<file path="src/rtl/nibble_serial_adder_pkg.sv">
// Shared definitions for the nibble-serial adder: nibble width, FSM states
// and the counter-width helper.
package adder_pkg;

  localparam int NIBBLE_W = 4;

  typedef enum logic [1:0] {
    IDLE = 2'd0,
    ADD  = 2'd1,
    DONE = 2'd2
  } state_t;

  // Width of the nibble counter; a single-nibble adder still needs one bit.
  function automatic int cnt_width(input int nibbles);
    return (nibbles <= 1) ? 1 : $clog2(nibbles);
  endfunction

endpackage

</file>
<file path="src/rtl/nibble_serial_adder_if.sv">
// Operand/result handshake bundle. The adder is the slave side, the
// operand source / result consumer is the master side.
interface nibble_serial_adder_if #(
  parameter int NIBBLES = 4
) ();

  localparam int W = 4 * NIBBLES;

  logic         IN_VALID;
  logic         IN_READY;
  logic [W-1:0] A;
  logic [W-1:0] B;
  logic         CIN;
  logic         OUT_VALID;
  logic         OUT_READY;
  logic [W-1:0] SUM;
  logic         COUT;

  modport slave (
    input  IN_VALID, A, B, CIN, OUT_READY,
    output IN_READY, OUT_VALID, SUM, COUT
  );

  modport master (
    output IN_VALID, A, B, CIN, OUT_READY,
    input  IN_READY, OUT_VALID, SUM, COUT
  );

endinterface

</file>
<file path="src/rtl/nibble_serial_adder_ripple.sv">
// Purely combinational 4-bit ripple-carry stage with bit-level ports.
module ripple_adder (
  input  logic A0,
  input  logic A1,
  input  logic A2,
  input  logic A3,
  input  logic B0,
  input  logic B1,
  input  logic B2,
  input  logic B3,
  input  logic C0,
  output logic SA,
  output logic SB,
  output logic SC,
  output logic SD,
  output logic COUT
);

  logic [3:0] a_bits;
  logic [3:0] b_bits;
  logic [3:0] s_bits;
  logic [4:0] carry;

  assign a_bits   = {A3, A2, A1, A0};
  assign b_bits   = {B3, B2, B1, B0};
  assign carry[0] = C0;

  // One full adder per bit; carry ripples from bit 0 upward.
  for (genvar gi = 0; gi < 4; gi++) begin : g_fa
    assign s_bits[gi]    = a_bits[gi] ^ b_bits[gi] ^ carry[gi];
    assign carry[gi + 1] = (a_bits[gi] & b_bits[gi]) |
                           (carry[gi] & (a_bits[gi] ^ b_bits[gi]));
  end

  assign {SD, SC, SB, SA} = s_bits;
  assign COUT             = carry[4];

endmodule

</file>
<file path="src/rtl/nibble_serial_adder.sv">
// Multi-precision adder that streams one nibble per clock through a single
// 4-bit ripple stage. Carry between nibbles lives only in carry_reg.
module nibble_serial_adder #(
  parameter int NIBBLES = 4
) (
  input logic                  CLK,
  input logic                  RST,
  nibble_serial_adder_if.slave bus
);

  import adder_pkg::*;

  localparam int W     = NIBBLE_W * NIBBLES;
  localparam int CNT_W = cnt_width(NIBBLES);
  localparam logic [CNT_W-1:0] LAST_CNT = CNT_W'(NIBBLES - 1);

  state_t           state_reg;
  logic [W-1:0]     a_reg;
  logic [W-1:0]     b_reg;
  logic [W-1:0]     sum_reg;
  logic [W-1:0]     sum_next;
  logic [CNT_W-1:0] cnt_reg;
  logic             carry_reg;
  logic             cout_reg;
  logic             in_ready_reg;
  logic             out_valid_reg;

  logic [NIBBLE_W-1:0] nib_sum;
  logic                nib_cout;

  // The single shared 4-bit stage always sees the low nibble of each operand.
  ripple_adder u_stage (
    .A0   (a_reg[0]),
    .A1   (a_reg[1]),
    .A2   (a_reg[2]),
    .A3   (a_reg[3]),
    .B0   (b_reg[0]),
    .B1   (b_reg[1]),
    .B2   (b_reg[2]),
    .B3   (b_reg[3]),
    .C0   (carry_reg),
    .SA   (nib_sum[0]),
    .SB   (nib_sum[1]),
    .SC   (nib_sum[2]),
    .SD   (nib_sum[3]),
    .COUT (nib_cout)
  );

  // New nibble enters at the top; after NIBBLES shifts nibble 0 sits at the bottom.
  if (NIBBLES == 1) begin : g_single
    assign sum_next = nib_sum;
  end else begin : g_multi
    assign sum_next = {nib_sum, sum_reg[W-1:NIBBLE_W]};
  end

  // Control FSM plus all datapath registers; handshake outputs are registered.
  always_ff @(posedge CLK) begin
    if (RST) begin
      state_reg     <= IDLE;
      a_reg         <= '0;
      b_reg         <= '0;
      sum_reg       <= '0;
      cnt_reg       <= '0;
      carry_reg     <= 1'b0;
      cout_reg      <= 1'b0;
      in_ready_reg  <= 1'b1;
      out_valid_reg <= 1'b0;
    end else begin
      case (state_reg)
        IDLE: begin
          if (bus.IN_VALID) begin
            a_reg        <= bus.A;
            b_reg        <= bus.B;
            carry_reg    <= bus.CIN;
            cnt_reg      <= '0;
            in_ready_reg <= 1'b0;
            state_reg    <= ADD;
          end
        end
        ADD: begin
          sum_reg   <= sum_next;
          carry_reg <= nib_cout;
          a_reg     <= a_reg >> NIBBLE_W;
          b_reg     <= b_reg >> NIBBLE_W;
          cnt_reg   <= cnt_reg + CNT_W'(1);
          if (cnt_reg == LAST_CNT) begin
            cout_reg      <= nib_cout;
            out_valid_reg <= 1'b1;
            state_reg     <= DONE;
          end
        end
        DONE: begin
          // Result is held; new operands are only taken once back in IDLE.
          if (bus.OUT_READY) begin
            out_valid_reg <= 1'b0;
            in_ready_reg  <= 1'b1;
            state_reg     <= IDLE;
          end
        end
        default: begin
          state_reg     <= IDLE;
          in_ready_reg  <= 1'b1;
          out_valid_reg <= 1'b0;
        end
      endcase
    end
  end

  assign bus.IN_READY  = in_ready_reg;
  assign bus.OUT_VALID = out_valid_reg;
  assign bus.SUM       = sum_reg;
  assign bus.COUT      = cout_reg;

endmodule

</file>
<file path="src/flat_wrapper.sv">
// flat-port wrapper written by rule: the top's interface ports become plain ports
module nibble_serial_adder_flat import adder_pkg::*;
#(
  parameter int NIBBLES = 4
)
  (CLK, RST, bus_IN_VALID, bus_A, bus_B, bus_CIN, bus_OUT_READY, bus_IN_READY, bus_OUT_VALID, bus_SUM, bus_COUT);
  nibble_serial_adder_if #(.NIBBLES(NIBBLES)) bus_i ();
  input logic CLK;
  input logic RST;
  input wire logic [$bits(bus_i.IN_VALID)-1:0] bus_IN_VALID;
  input wire logic [$bits(bus_i.A)-1:0] bus_A;
  input wire logic [$bits(bus_i.B)-1:0] bus_B;
  input wire logic [$bits(bus_i.CIN)-1:0] bus_CIN;
  input wire logic [$bits(bus_i.OUT_READY)-1:0] bus_OUT_READY;
  output wire logic [$bits(bus_i.IN_READY)-1:0] bus_IN_READY;
  output wire logic [$bits(bus_i.OUT_VALID)-1:0] bus_OUT_VALID;
  output wire logic [$bits(bus_i.SUM)-1:0] bus_SUM;
  output wire logic [$bits(bus_i.COUT)-1:0] bus_COUT;
  assign bus_i.IN_VALID = bus_IN_VALID;
  assign bus_i.A = bus_A;
  assign bus_i.B = bus_B;
  assign bus_i.CIN = bus_CIN;
  assign bus_i.OUT_READY = bus_OUT_READY;
  assign bus_IN_READY = bus_i.IN_READY;
  assign bus_OUT_VALID = bus_i.OUT_VALID;
  assign bus_SUM = bus_i.SUM;
  assign bus_COUT = bus_i.COUT;
  nibble_serial_adder #(.NIBBLES(NIBBLES)) u_core (.CLK(CLK), .RST(RST), .bus(bus_i));
endmodule
</file>
<file path="config.mk">
export PLATFORM = sky130hd
export DESIGN_NAME = nibble_serial_adder_flat
export DESIGN_NICKNAME = d
export VERILOG_FILES = /design/src/rtl/nibble_serial_adder_pkg.sv /design/src/rtl/nibble_serial_adder_if.sv /design/src/rtl/nibble_serial_adder_ripple.sv /design/src/rtl/nibble_serial_adder.sv /design/src/flat_wrapper.sv
export SDC_FILE = /design/constraint.sdc
export NUM_CORES = 1
export LEC_CHECK = 0
export CORE_MARGIN = 4
export CORE_UTILIZATION = 42
export CTS_CLUSTER_SIZE = 28
export DETAILED_ROUTE_END_ITERATION = 10
export PLACE_DENSITY_LB_ADDON = 0.08
export REMOVE_ABC_BUFFERS = 1
export SETUP_SLACK_MARGIN = 0.3
export SYNTH_ARGS = -nofsm -noshare
export SYNTH_HDL_FRONTEND = slang
export SYNTH_HIERARCHICAL = 1
export SYNTH_SLANG_ARGS = --single-unit
</file>
<file path="constraint.sdc">
create_clock -name CLK -period 2.2 [get_ports CLK]
set_input_delay 0.44 -clock CLK [delete_from_list [all_inputs] [get_ports CLK]]
set_output_delay 0.44 -clock CLK [all_outputs]
set_load 0.02 [all_outputs]
</file>
# Yosys cells after proc, flatten, opt, wreduce, memory -nomap -nowiden
# Index checks and enable logic that the tools add are counted.
# Widths: inputs -> output; s select.
# totals
regBits	56
memories	0
elab_cells	63
latchBits	0
romBits	0
ram_bits	0
# op_classes
shift	0
n_mux	18
multipliers	0
eq_ne	6
n_reduce_logical	7
bitwise_logic	22
div_mod_pow	0
addsub	1
n_lt_le_gt_ge	0
# op_table
operator	n
$pmux 16 s2	2
$mux 16	2
$reduce_and 3->1	3
$and 1x1->1	8
$mux 2	4
$xor 1x1->1	8
$pmux 1 s3	2
$pmux 2 s3	1
$mux 1	5
$eq 2x2->1 const B	2
$ne 2x2->1 const B	2
$or 1x1->1	4
$pmux 2 s2	1
$reduce_and 2->1	2
$add 2x1->2 const B	1
$eq 2x1->1 const B	1
$logic_not 2->1	1
$ne 2x1->1 const B	1
$not 1->1	2
$pmux 1 s2	1
$reduce_bool 2->1	1

# Longest topological paths before layout
# Gate-level depths: netlist of run 1.
# logic_depth
ltp_word	10
ltp_mapped	10

# Modules after synthesis
# The synthesis of run 1 kept the hierarchy.
# by_module_without_submodules
mod	area_per_inst_um2	seq_area_each_um2	n_inst	cells_each
nibble_serial_adder	2194.6	1121.1	1	238
ripple_adder	117.6	0.0	1	14

# Worst setup path before layout of run 1
# OpenSTA, ideal clock, no wires.
# synth_path
path_kind	reg-to-reg
startpoint	register u_core.a_reg[0]
endpoint	register u_core.sum_reg[15], in the netlist u_core/bus.SUM[15]
period_less_slack_ns	2.024
arrival_time_ns	1.954
path_stages_with_launch	11
slack_ns	0.176
setup_ns	0.070
t_required_ns	2.130
path_cell_list	dfxtp_1 > fa_1 > inv_1 > fa_1 > inv_1 > fa_1 > inv_1 > fa_1 > inv_1 > nand2_1 > a21oi_1
# synth_between
elab_chain_cells	8
# synth_lines
item	line_no	rtl
start, declared	nibble_serial_adder.sv:18	logic [W-1:0] a_reg;
start signal, assigned	nibble_serial_adder.sv:72	a_reg <= bus.A;
start signal, assigned	nibble_serial_adder.sv:83	a_reg <= a_reg >> NIBBLE_W;
$xor 1x1->1	nibble_serial_adder_ripple.sv:32	(carry[gi] & (a_bits[gi] ^ b_bits[gi]));
$and 1x1->1	nibble_serial_adder_ripple.sv:32	
$or 1x1->1 *	nibble_serial_adder_ripple.sv:31	assign carry[gi + 1] = (a_bits[gi] & b_bits[gi]) |
$and 1x1->1 *	nibble_serial_adder_ripple.sv:32	
$or 1x1->1 *	nibble_serial_adder_ripple.sv:31	
$and 1x1->1 *	nibble_serial_adder_ripple.sv:32	
$or 1x1->1 *	nibble_serial_adder_ripple.sv:31	
$xor 1x1->1 *	nibble_serial_adder_ripple.sv:30	assign s_bits[gi] = a_bits[gi] ^ b_bits[gi] ^ carry[gi];
net u_core.nib_sum[3]	nibble_serial_adder.sv:28	logic [NIBBLE_W-1:0] nib_sum;
end signal, assigned	nibble_serial_adder.sv:81	sum_reg <= sum_next;
end, declared	nibble_serial_adder.sv:20	logic [W-1:0] sum_reg;
# The timed path passes the listed nets; every way through them passes the cells marked *.
# A chain may end at the register's enable or synchronous reset.

# Final worst setup path of run 1
# layout_path
startpoint	register u_core.carry_reg
endpoint	register u_core.sum_reg[15], in the netlist u_core/bus.SUM[15]
# layout_between
elab_chain_cells	7
# layout_lines
item	line_no	rtl
start, declared	nibble_serial_adder.sv:23	logic carry_reg;
start signal, assigned	nibble_serial_adder.sv:74	carry_reg <= bus.CIN;
start signal, assigned	nibble_serial_adder.sv:82	carry_reg <= nib_cout;
$and 1x1->1	nibble_serial_adder_ripple.sv:32	
$or 1x1->1	nibble_serial_adder_ripple.sv:31	
$and 1x1->1	nibble_serial_adder_ripple.sv:32	
$or 1x1->1	nibble_serial_adder_ripple.sv:31	
$and 1x1->1	nibble_serial_adder_ripple.sv:32	
$or 1x1->1	nibble_serial_adder_ripple.sv:31	
$xor 1x1->1	nibble_serial_adder_ripple.sv:30	
net u_core.nib_sum[3]	nibble_serial_adder.sv:28	
# The timed path passes the listed nets, and every way through them passes these cells.

==> results of run 1 <==
[cell usage in the layout (no fill, tap or decap), types with 2 or more instances in the layout]
cell / netlist / routed
fa_2: 0 / 3
buf_4: 1 / 6
a22oi_1: 9 / 9
dfxtp_1: 56 / 53
nand2_1: 35 / 35
o221ai_2: 11 / 12
inv_1: 32 / 29
dfxtp_2: 0 / 3
clkbuf_1: 7 / 2
o221a_1: 4 / 4
clkbuf_8: 0 / 6
buf_12: 0 / 2
a21oi_1: 44 / 43
nor2_1: 14 / 14
o221ai_1: 10 / 9
inv_2: 0 / 3
clkdlybuf4s50_1: 0 / 55
o21a_1: 2 / 2
[layout make-up]
| cell class | instances | area, um2 | area share (%) |
|---|---|---|---|
| clock buffers | 8 | 90.1 | 2.97 |
| inverters | 32 | 120 | 3.96 |
| multi-input cells | 144 | 978 | 32.2 |
| flip-flops and latches | 56 | 1120 | 37.0 |
| well taps | 70 | 87.6 | 2.88 |
| repair buffers | 63 | 636 | 20.9 |
[power by group through the flow]
stage | logic (mW) | clock network (mW) | registers, mW
4_1_cts | 0.364 | 0.590 | 1.13
3_5_place_dp | 0.357 | 0 | 1.15
5_1_grt | 0.408 | 0.623 | 1.14
2_1_floorplan | 0.175 | 0 | 1.15
3_3_place_gp | 0.354 | 0 | 1.15
6_report | 0.362 | 0.565 | 1.13
[synthesized netlist by cell type, types with 2 or more instances]
cell type	count
a22oi_1	9
o221ai_1	10
o221a_1	4
nand2_1	35
inv_1	32
o21a_1	2
fa_1	4
o221ai_2	11
buf_2	8
dfxtp_1	56
clkbuf_1	7
buf_6	4
a21oi_1	44
nor2_1	14
nand2b_1	2
[metal layers]
layer / routed length (um) / vias up
met3: 245 / 4
met1: 2170 / 839
met2: 2210 / 41
met4: 62 / 0
li1: - / 952
met5: 0 / -
[cells by family after synthesis]
group,count (synthesis),share of synthesized area (%)
compound gates,82,26.5
simple gates,56,10.2
flops,56,48.5
fa+ha+maj,5,4.00
buf+inv,52,10.3
mux,1,0.433
[through the flow]
step | instances | cell area (um2) | worst slack, ns | hold slack (ns)
floorplan | 232 | 2190 | 0.138 | 0.426
global placement | 365 | 2930 | 0.113 | 0.432
detailed placement | 365 | 2930 | 0.0636 | 0.436
CTS | 373 | 3030 | 0.0689 | 0.452
global route | 373 | 3040 | 0.0155 | 0.467
finish | 373 | 3040 | 0.117 | 0.447
[worst register-to-register path, delay by kind of cell, from the launching register on]
family	cells	cell delay, ns
adder cells (fa/ha/maj)	4	1.28
buffers and inverters	4	0.23
AND/OR/NAND/NOR	1	0.06
flip-flops	1	0.34
AO/OA/AOI/OAI	1	0.13
[path summary, 6_finish.rpt]
kind	endpoint	cells past startpoint
worst max-delay path	u_core/bus.SUM[15]	10
worst min register to register	u_core/b_reg[11]	2
worst max register to register	u_core/bus.SUM[15]	10
worst min-delay path	u_core/b_reg[11]	2
[timing repair]
action | in CTS | in global routing
gates cloned | 0 | 0
gates resized for setup | 10 | 1
setup endpoints to repair | 3 | 3
pin swaps | 4 | 2
==> metrics.cfg, run 1 <==
[run_status]
outcome=complete, no violations

[clock_tree]
cts_hold_buf=0
clk-insertion-delay-late_ns=0.30
post_cts_buffers=0
cts.sinks=56
cts.path.max_buffers=2
cts_root_buffer=clkbuf_8
cts_buffers=5
clk_pin_slew_ns=0.09
h-tree-depth=2
cts_tree=yes

[critical_path]
critPathMaxFanout=2
rrSetupSlack_ns=0.12
cp_data_required_time_ns=2.44
crit_start=u_core/carry_reg
cp_top_family=adder cells
cp_data_arrival_time_ns=2.33
crit_path_start_kind=flop
end_kind=flop
cp_common_cell=fa_2
cpMaxStageDelayCell=fa_1
r2r_start=u_core/carry_reg
crit_path_cell_trace=fa_2, inv_2, fa_2, inv_1, fa_2, inv_2, fa_1, inv_1, nand2_1, a21oi_2
cpPeakStageDelay_ns=0.39
path_class=reg2reg
crit_buf_inv=4

[place]
routabilityCongestion=0.729
portBuffers=55
dp_hpwl_mm=3.18

[global_route]
grt_util_met1_pct=19.5
gr-total-overflow=0
grt_pass1_vias=1782
grt_pass1_wl_mm=8.14
globalRoute.busiestLayer=met2
grtUsageTotal_pct=15.7
gr-usage-met2_pct=26.8
met3_usage_pct=3.58
grt_max_degree=32
antenna_found_initial=0

[sta]
finalSetupTns_ns=0
tightest_slew_ns=0.579
drv_slew=0
setup-violations-final=0
max-slew-margin-rel_pct=61.2
hold_viol_final=0
max_freq_mhz=480
rsz0062_at_grt=true
post-route-period-util_pct=94.7
period_needed_ns=2.08
clock_skew_ns=0.00358

[hold_path]
min_from=u_core/b_reg[11]
hp-class=reg2reg

[power_and_ir_drop]
p_seq_share_pct=54.9
total_power_mw=2.05
peakVddDrop_uv=418
p_clk_share_pct=27.5
power_leakage_nw=1.11
intPower_mw=1.52
switching_share_pct=25.9
power-per-cell-area_nw_per_um2=676
power_switching_mw=0.533
pwr-share-comb_pct=17.6

[synth]
ys_seq_area_share_pct=48.5
synth_ff_type=dfxtp_1
yosys.cell_types.count=25
synth_seq_cells=56
synth_area_leaders=dfxtp_1 (48%), a21oi_1 (9.5%), o221ai_2 (7.1%)
synth-warning-count=6
synth_edf_count=0
synth_cells=252
avgSynthCellArea_um2=9.18
synth_top_area_share_pct=48.5
syn_area_um2=2310
synth-async-reset-ratio_pct=0
synth_area_leader_cell=dfxtp_1

[routing]
drc=0
routed-via-count=1836
wl_per_cell_um=12.6
wirelength_mm=4.69
ant_nets=0
via_per_inst=4.92
dr.pass1.iters=4
drtIter0Drc=39

[die]
die-area_um2=6760
die_y_um=82.2
coreArea_um2=5200
fp.dieW_um=82.2
ioPinCount=56
initial_core_util_pct=44.4
rows=26

[final_layout]
drive_gt1_share_pct=13.2
fin_util_pct=58.3
nets=344
antennaDiodeCount=0
n_fill_cell=536
syn2layout_area_growth_pct=31.3

[flow_run]
maxCapViolCount=0

Power figures use the tool's default switching activity.
==> run 2: changes to the inputs <==
--- a/config.mk
+++ b/config.mk
@@ -5,7 +5,7 @@
 export SDC_FILE = /design/constraint.sdc
 export NUM_CORES = 1
 export LEC_CHECK = 0
-export CORE_MARGIN = 4
+export CORE_MARGIN = 5
 export CORE_UTILIZATION = 42
 export CTS_CLUSTER_SIZE = 28
 export DETAILED_ROUTE_END_ITERATION = 10
==> run 2 against run 1 <==
Power grew 0.20%; register-to-register slack is essentially flat; die area grew 4.9%; global-route usage shrank 2.2 points; first-iteration DRC count grew 110%; non-clock buffer count grew 1; critical path type unchanged; critical endpoint unchanged; largest power group unchanged.
==> metrics.cfg, run 2 (synthesized netlist as in run 1, its figures left out) <==
[run_status]
outcome=complete, no violations

[sta]
drv_slew=0  ; unchanged
hold_viol_final=0  ; unchanged
max_freq_mhz=482  ; +0.34%
setup-violations-final=0  ; unchanged
tightest_slew_ns=0.426  ; -0.153 ns
period_needed_ns=2.08  ; -0.00698 ns
rsz0062_at_grt=true
post-route-period-util_pct=94.4  ; -0.32 points
max-slew-margin-rel_pct=71.6  ; +10 points
clock_skew_ns=0.00711  ; +0.00353 ns
finalSetupTns_ns=0  ; unchanged

[place]
portBuffers=55  ; unchanged
routabilityCongestion=0.717  ; -1.5%
dp.cells=368  ; +0.82%
dp_hpwl_mm=3.27  ; +2.9%

[clock_tree]
cts_root_buffer=clkbuf_8
cts_hold_buf=0  ; unchanged
cts_buffers=5  ; unchanged
cts.sinks=56  ; unchanged
cts.path.max_buffers=2  ; unchanged
cts_tree=yes
clk-insertion-delay-late_ns=0.30  ; about the same
clk_pin_slew_ns=0.10  ; about the same
h-tree-depth=2  ; unchanged

[routing]
routed-via-count=1864  ; +1.5%
dr.pass1.iters=4  ; unchanged
via_per_inst=4.96  ; +0.72%
wirelength_mm=4.92  ; +4.8%
drtIter0Drc=82  ; +110%
drc=0  ; unchanged
wl_per_cell_um=13.1  ; +4.0%
ant_nets=0  ; unchanged

[global_route]
grt_util_met1_pct=16.6  ; -2.9 points
grt_pass1_wl_mm=7.89  ; -3.1%
grt_pass1_vias=1717  ; -3.6%
grt_max_degree=32  ; unchanged
met3_usage_pct=2.94  ; -0.64 points
gr-usage-met2_pct=23.9  ; -2.9 points
gr-total-overflow=0  ; unchanged
globalRoute.busiestLayer=met2
grtUsageTotal_pct=13.5  ; -2.2 points
antenna_found_initial=0  ; unchanged

[die]
coreArea_um2=5440  ; +4.5%
rows=27  ; +3.8%
fp.dieW_um=84.2  ; +2.4%
die_y_um=84.2  ; +2.4%
die-area_um2=7090  ; +4.9%
initial_core_util_pct=42.5  ; -1.9 points
ioPinCount=56  ; unchanged

[final_layout]
drive_gt1_share_pct=14.5  ; +1.3 points
nets=345  ; +0.29%
fin_cells=376  ; +0.80%
syn2layout_area_growth_pct=31.9
antennaDiodeCount=0  ; unchanged
final_cell_mix=clkdlybuf4s50_1 (55), dfxtp_1 (53), a21oi_1 (43)
final_common_cell=clkdlybuf4s50_1

[critical_path]
critPathMaxFanout=2  ; unchanged
crit_path_cell_trace=fa_2, inv_2, fa_2, inv_2, fa_2, inv_2, fa_1, inv_1, nand2_1, a21oi_2
rrSetupSlack_ns=0.12  ; about the same
rr_endpoint=u_core/bus.SUM[15]
cp_data_arrival_time_ns=2.32  ; about the same
r2r_start=u_core/carry_reg
cpPeakStageDelay_ns=0.40  ; about the same
cp_data_required_time_ns=2.44  ; about the same
crit_path_start_kind=flop
crit_start=u_core/carry_reg
end_kind=flop
path_class=reg2reg
cp_top_family=adder cells
r2r.worst_path.cells=10  ; unchanged
cpMaxStageDelayCell=fa_1
crit_buf_inv=4  ; unchanged

[power_and_ir_drop]
peakVddDrop_uv=424  ; +1.5%
power-per-cell-area_nw_per_um2=675  ; -0.22%
total_power_mw=2.06  ; +0.20%
power_leakage_nw=1.11  ; +0.57%

[hold_path]
hold_depth=2  ; unchanged
min_from=u_core/a_reg[1]
hold_path_end=u_core/a_reg[1]
hp-class=reg2reg

[flow_run]
maxCapViolCount=0  ; unchanged

## run 2: cell type report
type	count	area, um2
Inverter	32	120
Sequential cell	56	1120
Multi-Input combinational cell	144	978
Timing Repair Buffer	64	643
Fill cell	532	2390
Clock inverter	2	10.0
Tap cell	72	90.1
Clock buffer	6	82.6
## run 2: how the worst max path moves through the flow
stage,end,slack (ns),depth (start not counted)
6_report,u_core/bus.SUM[15],0.12,10
5_1_grt,u_core/bus.SUM[15],0.02,10
4_1_cts,u_core/bus.SUM[15],0.11,10
3_5_place_dp,u_core/bus.SUM[15],0.06,10
3_3_place_gp,u_core/bus.SUM[15],0.11,10
2_1_floorplan,u_core/bus.SUM[15],0.14,10
## run 2: repair_timing
item                                    in CTS  in global routing
gates cloned                                 0                  0
pin swaps                                    2                  4
gates resized for setup                     11                  1
buffers inserted                             0                  0
endpoints found under the setup margin       3                  3
## run 2: power breakdown
group	internal [mW]	switching (mW)
Combinational	0.181	0.184
Sequential	1.08	0.0450
Clock	0.252	0.312
## run 2: worst reg2reg max path, stage by stage (launching register included)
cell and delay, ns:
dfxtp_2 0.34, fa_2 0.38, inv_2 0.06, fa_2 0.19
inv_2 0.04, fa_2 0.32, inv_2 0.06, fa_1 0.40
inv_1 0.06, nand2_1 0.06, a21oi_2 0.11
## run 2: layer usage
metal / vias up / share of wire (%)
li1: 957 / -
met1: 861 / 46
met2: 44 / 48
met3: 2 / 5.6
met4: 0 / 0.59
met5: - / 0
## run 2: through the flow
step	utilization [%]	hold slack, ns	setup WS (ns)	instance area [um2]
final	56.1	0.451	0.124	3050
after global routing	56.1	0.472	0.0218	3050
after CTS	56.0	0.452	0.108	3050
after detailed placement	54.0	0.436	0.0646	2940
after global placement	54.0	0.432	0.113	2940
after floorplan	-	0.426	0.138	2190
==> run 3: changes to the inputs <==
--- a/config.mk
+++ b/config.mk
@@ -5,8 +5,10 @@
 export SDC_FILE = /design/constraint.sdc
 export NUM_CORES = 1
 export LEC_CHECK = 0
+export CELL_PAD_IN_SITES_DETAIL_PLACEMENT = 0
+export CELL_PAD_IN_SITES_GLOBAL_PLACEMENT = 1
 export CORE_MARGIN = 5
-export CORE_UTILIZATION = 42
+export CORE_UTILIZATION = 36
 export CTS_CLUSTER_SIZE = 28
 export DETAILED_ROUTE_END_ITERATION = 10
 export PLACE_DENSITY_LB_ADDON = 0.08
==> constraint.sdc (replaced) <==
create_clock -name CLK -period 2.2 [get_ports CLK]
set_input_delay 0.44 -clock CLK [delete_from_list [all_inputs] [get_ports CLK]]
set_output_delay 0.44 -clock CLK [all_outputs]
set_load 0.01 [all_outputs]
==> run 3 against run 2 <==
Die area rose by 15%; core utilization fell by 7.6 points; first-iteration DRC count fell by 17%; clock skew fell by 0.0038 ns; clock-buffer cell count did not move; combinational power fell by 3%; cell count rose by 1.1%; flip-flop and latch count did not move; fmax rose by 1.3%; design area rose by 0.25%; power rose by 4.1%; setup slack improved by 0.026 ns; critical endpoint unchanged; largest cell class unchanged.
==> metrics.cfg, run 3 (synthesized netlist as in run 1, its figures left out) <==
[sta]
period_needed_ns=2.05  ; -0.0264 ns
rsz0062_at_grt=true
drv_slew=0  ; unchanged
max_freq_mhz=488  ; +1.3%
post-route-period-util_pct=93.2  ; -1.2 points
finalSetupTns_ns=0  ; unchanged
setup-violations-final=0  ; unchanged
hold_viol_final=0  ; unchanged
clock_skew_ns=0.00332  ; -0.00379 ns
tightest_slew_ns=0.672  ; +0.246 ns
max-slew-margin-rel_pct=55.0  ; -17 points

[clock_tree]
clk_pin_slew_ns=0.10  ; about the same
cts.sinks=56  ; unchanged
cts_tree=yes
cts.path.max_buffers=2  ; unchanged
clk-insertion-delay-late_ns=0.30  ; about the same
h-tree-depth=2  ; unchanged
cts_hold_buf=0  ; unchanged
cts_buffers=5  ; unchanged
cts_root_buffer=clkbuf_8

[critical_path]
end_kind=flop
crit_path_start_kind=flop
r2r_start=u_core/a_reg[0]
cp_data_required_time_ns=2.44  ; about the same
critPathMaxFanout=2  ; unchanged
crit_path_cell_trace=fa_2, inv_2, fa_2, inv_2, fa_2, inv_2, fa_1, inv_1, nand2_1, a21oi_2
cp_data_arrival_time_ns=2.29  ; -0.03 ns
r2r.worst_path.cells=10  ; unchanged
path_class=reg2reg
rrSetupSlack_ns=0.15  ; +0.03 ns
cpPeakStageDelay_ns=0.39  ; about the same
rr_endpoint=u_core/bus.SUM[15]
cpMaxStageDelayCell=fa_1

[routing]
drtIter0Drc=68  ; -17%
dr.pass1.iters=4  ; unchanged
routed-via-count=1842  ; -1.2%
wl_per_cell_um=13.3  ; +2.0%
ant_nets=0  ; unchanged
wirelength_mm=5.07  ; +3.1%
drc=0  ; unchanged
via_per_inst=4.85  ; -2.2%

[flow_run]
maxCapViolCount=0  ; unchanged

[hold_path]
hold_depth=2  ; unchanged
hold_path_end=u_core/a_reg[1]
min_from=u_core/a_reg[1]
hp-class=reg2reg

[final_layout]
n_fill_cell=654  ; +23%
drive_gt1_share_pct=13.5  ; -0.94 points
final_common_cell=clkdlybuf4s50_1
nets=344  ; -0.29%
design_area_um2=3060  ; +0.25%
multi_input_area_um2=972  ; -0.64%
antennaDiodeCount=0  ; unchanged
seq_area_um2=1120  ; unchanged
syn2layout_area_growth_pct=32.2
final_cell_mix=clkdlybuf4s50_1 (55), dfxtp_1 (53), a21oi_1 (43)

[global_route]
gr-usage-met2_pct=21.1  ; -2.8 points
grt_pass1_vias=1817  ; +5.8%
met3_usage_pct=3.92  ; +0.98 points
grt_pass1_wl_mm=8.45  ; +7.1%
globalRoute.busiestLayer=met2
grt_util_met1_pct=15.2  ; -1.4 points
grt_max_degree=35  ; +9.4%
gr-total-overflow=0  ; unchanged
grtUsageTotal_pct=12.5  ; -1.0 points
antenna_found_initial=0  ; unchanged

[die]
initial_core_util_pct=36.6  ; -5.9 points
coreArea_um2=6310  ; +16%
rows=29  ; +7.4%
die-area_um2=8130  ; +15%
die_y_um=90.1  ; +7.1%
ioPinCount=56  ; unchanged
fp.dieW_um=90.1  ; +7.1%

[place]
place_area_um2=2930  ; -0.30%
routabilityCongestion=0.729  ; +1.7%
dp_hpwl_mm=3.33  ; +1.8%
portBuffers=55  ; unchanged

[run_status]
outcome=complete, no violations

[power_and_ir_drop]
power-per-cell-area_nw_per_um2=701  ; +3.9%
peakVddDrop_uv=280  ; -34%
power_leakage_nw=1.11  ; about the same

==> run 3: cell types whose count changed in the layout (fill, tap and decap cells not counted), sizes merged <==
| cell | change |
|---|---|
| clkinv | -1 |
| bufinv | +1 |
| buf | -1 |
==> run 3: report_power, final <==
group / leakage, nW / switching [mW] / internal (mW) / total [mW]
registers: 0.461 / 0.0448 / 1.08 / 1.13
logic: 0.595 / 0.173 / 0.180 / 0.353
clock network: 0.0552 / 0.323 / 0.338 / 0.661
total: 1.11 / 0.541 / 1.60 / 2.14
==> run 3: timing repair <==
item	CTS	global route
pin swaps	3	2
gates resized for setup	9	2
setup endpoints to repair	3	3
buffers inserted	0	1
==> run 3: worst max-delay path: cells and delay by family, from the launching register on <==
family / cells / cell delay [ns]
compound gates: 1 / 0.10
simple gates: 1 / 0.05
buf+inv: 4 / 0.22
flops: 1 / 0.34
fa+ha+maj: 4 / 1.27
==> run 3: layer usage <==
metal	routed length, um	vias to the layer above
li1	-	957
met1	2390	836
met2	2300	44
met3	319	5
met4	54	0
met5	0	-
==> run 3: through the flow <==
stage / setup slack (ns) / utilization, % / total power [mW] / cells / hold WS (ns)
final: 0.150 / 48.4 / 2.14 / 380 / 0.449
after detailed placement: 0.0974 / 46.4 / 1.50 / 371 / 0.436
after CTS: 0.135 / 48.2 / 2.17 / 379 / 0.452
after global routing: 0.0381 / 48.4 / 2.26 / 380 / 0.476
after global placement: 0.119 / 46.4 / 1.50 / 371 / 0.432
after floorplan: 0.138 / - / 1.32 / 232 / 0.426
==> run 3: layout make-up <==
cell class,count,share of cell area (%)
timing repair buffer,63,20.8
inverter,32,3.93
clock buffer,6,2.37
tap,77,3.15
multi-input combinational,144,31.8
sequential,56,36.8
clock inverter,2,1.15
==> run 3: how the worst max path moves through the flow <==
stage | from | end | slack, ns | cells past startpoint
2_1_floorplan | u_core/a_reg[0] | u_core/bus.SUM[15] | 0.14 | 10
3_3_place_gp | u_core/a_reg[0] | u_core/bus.SUM[15] | 0.12 | 10
3_5_place_dp | u_core/a_reg[0] | u_core/bus.SUM[15] | 0.1 | 10
4_1_cts | u_core/carry_reg | u_core/bus.SUM[15] | 0.13 | 10
5_1_grt | u_core/a_reg[0] | u_core/bus.SUM[15] | 0.04 | 10
6_report | u_core/a_reg[0] | u_core/bus.SUM[15] | 0.15 | 10
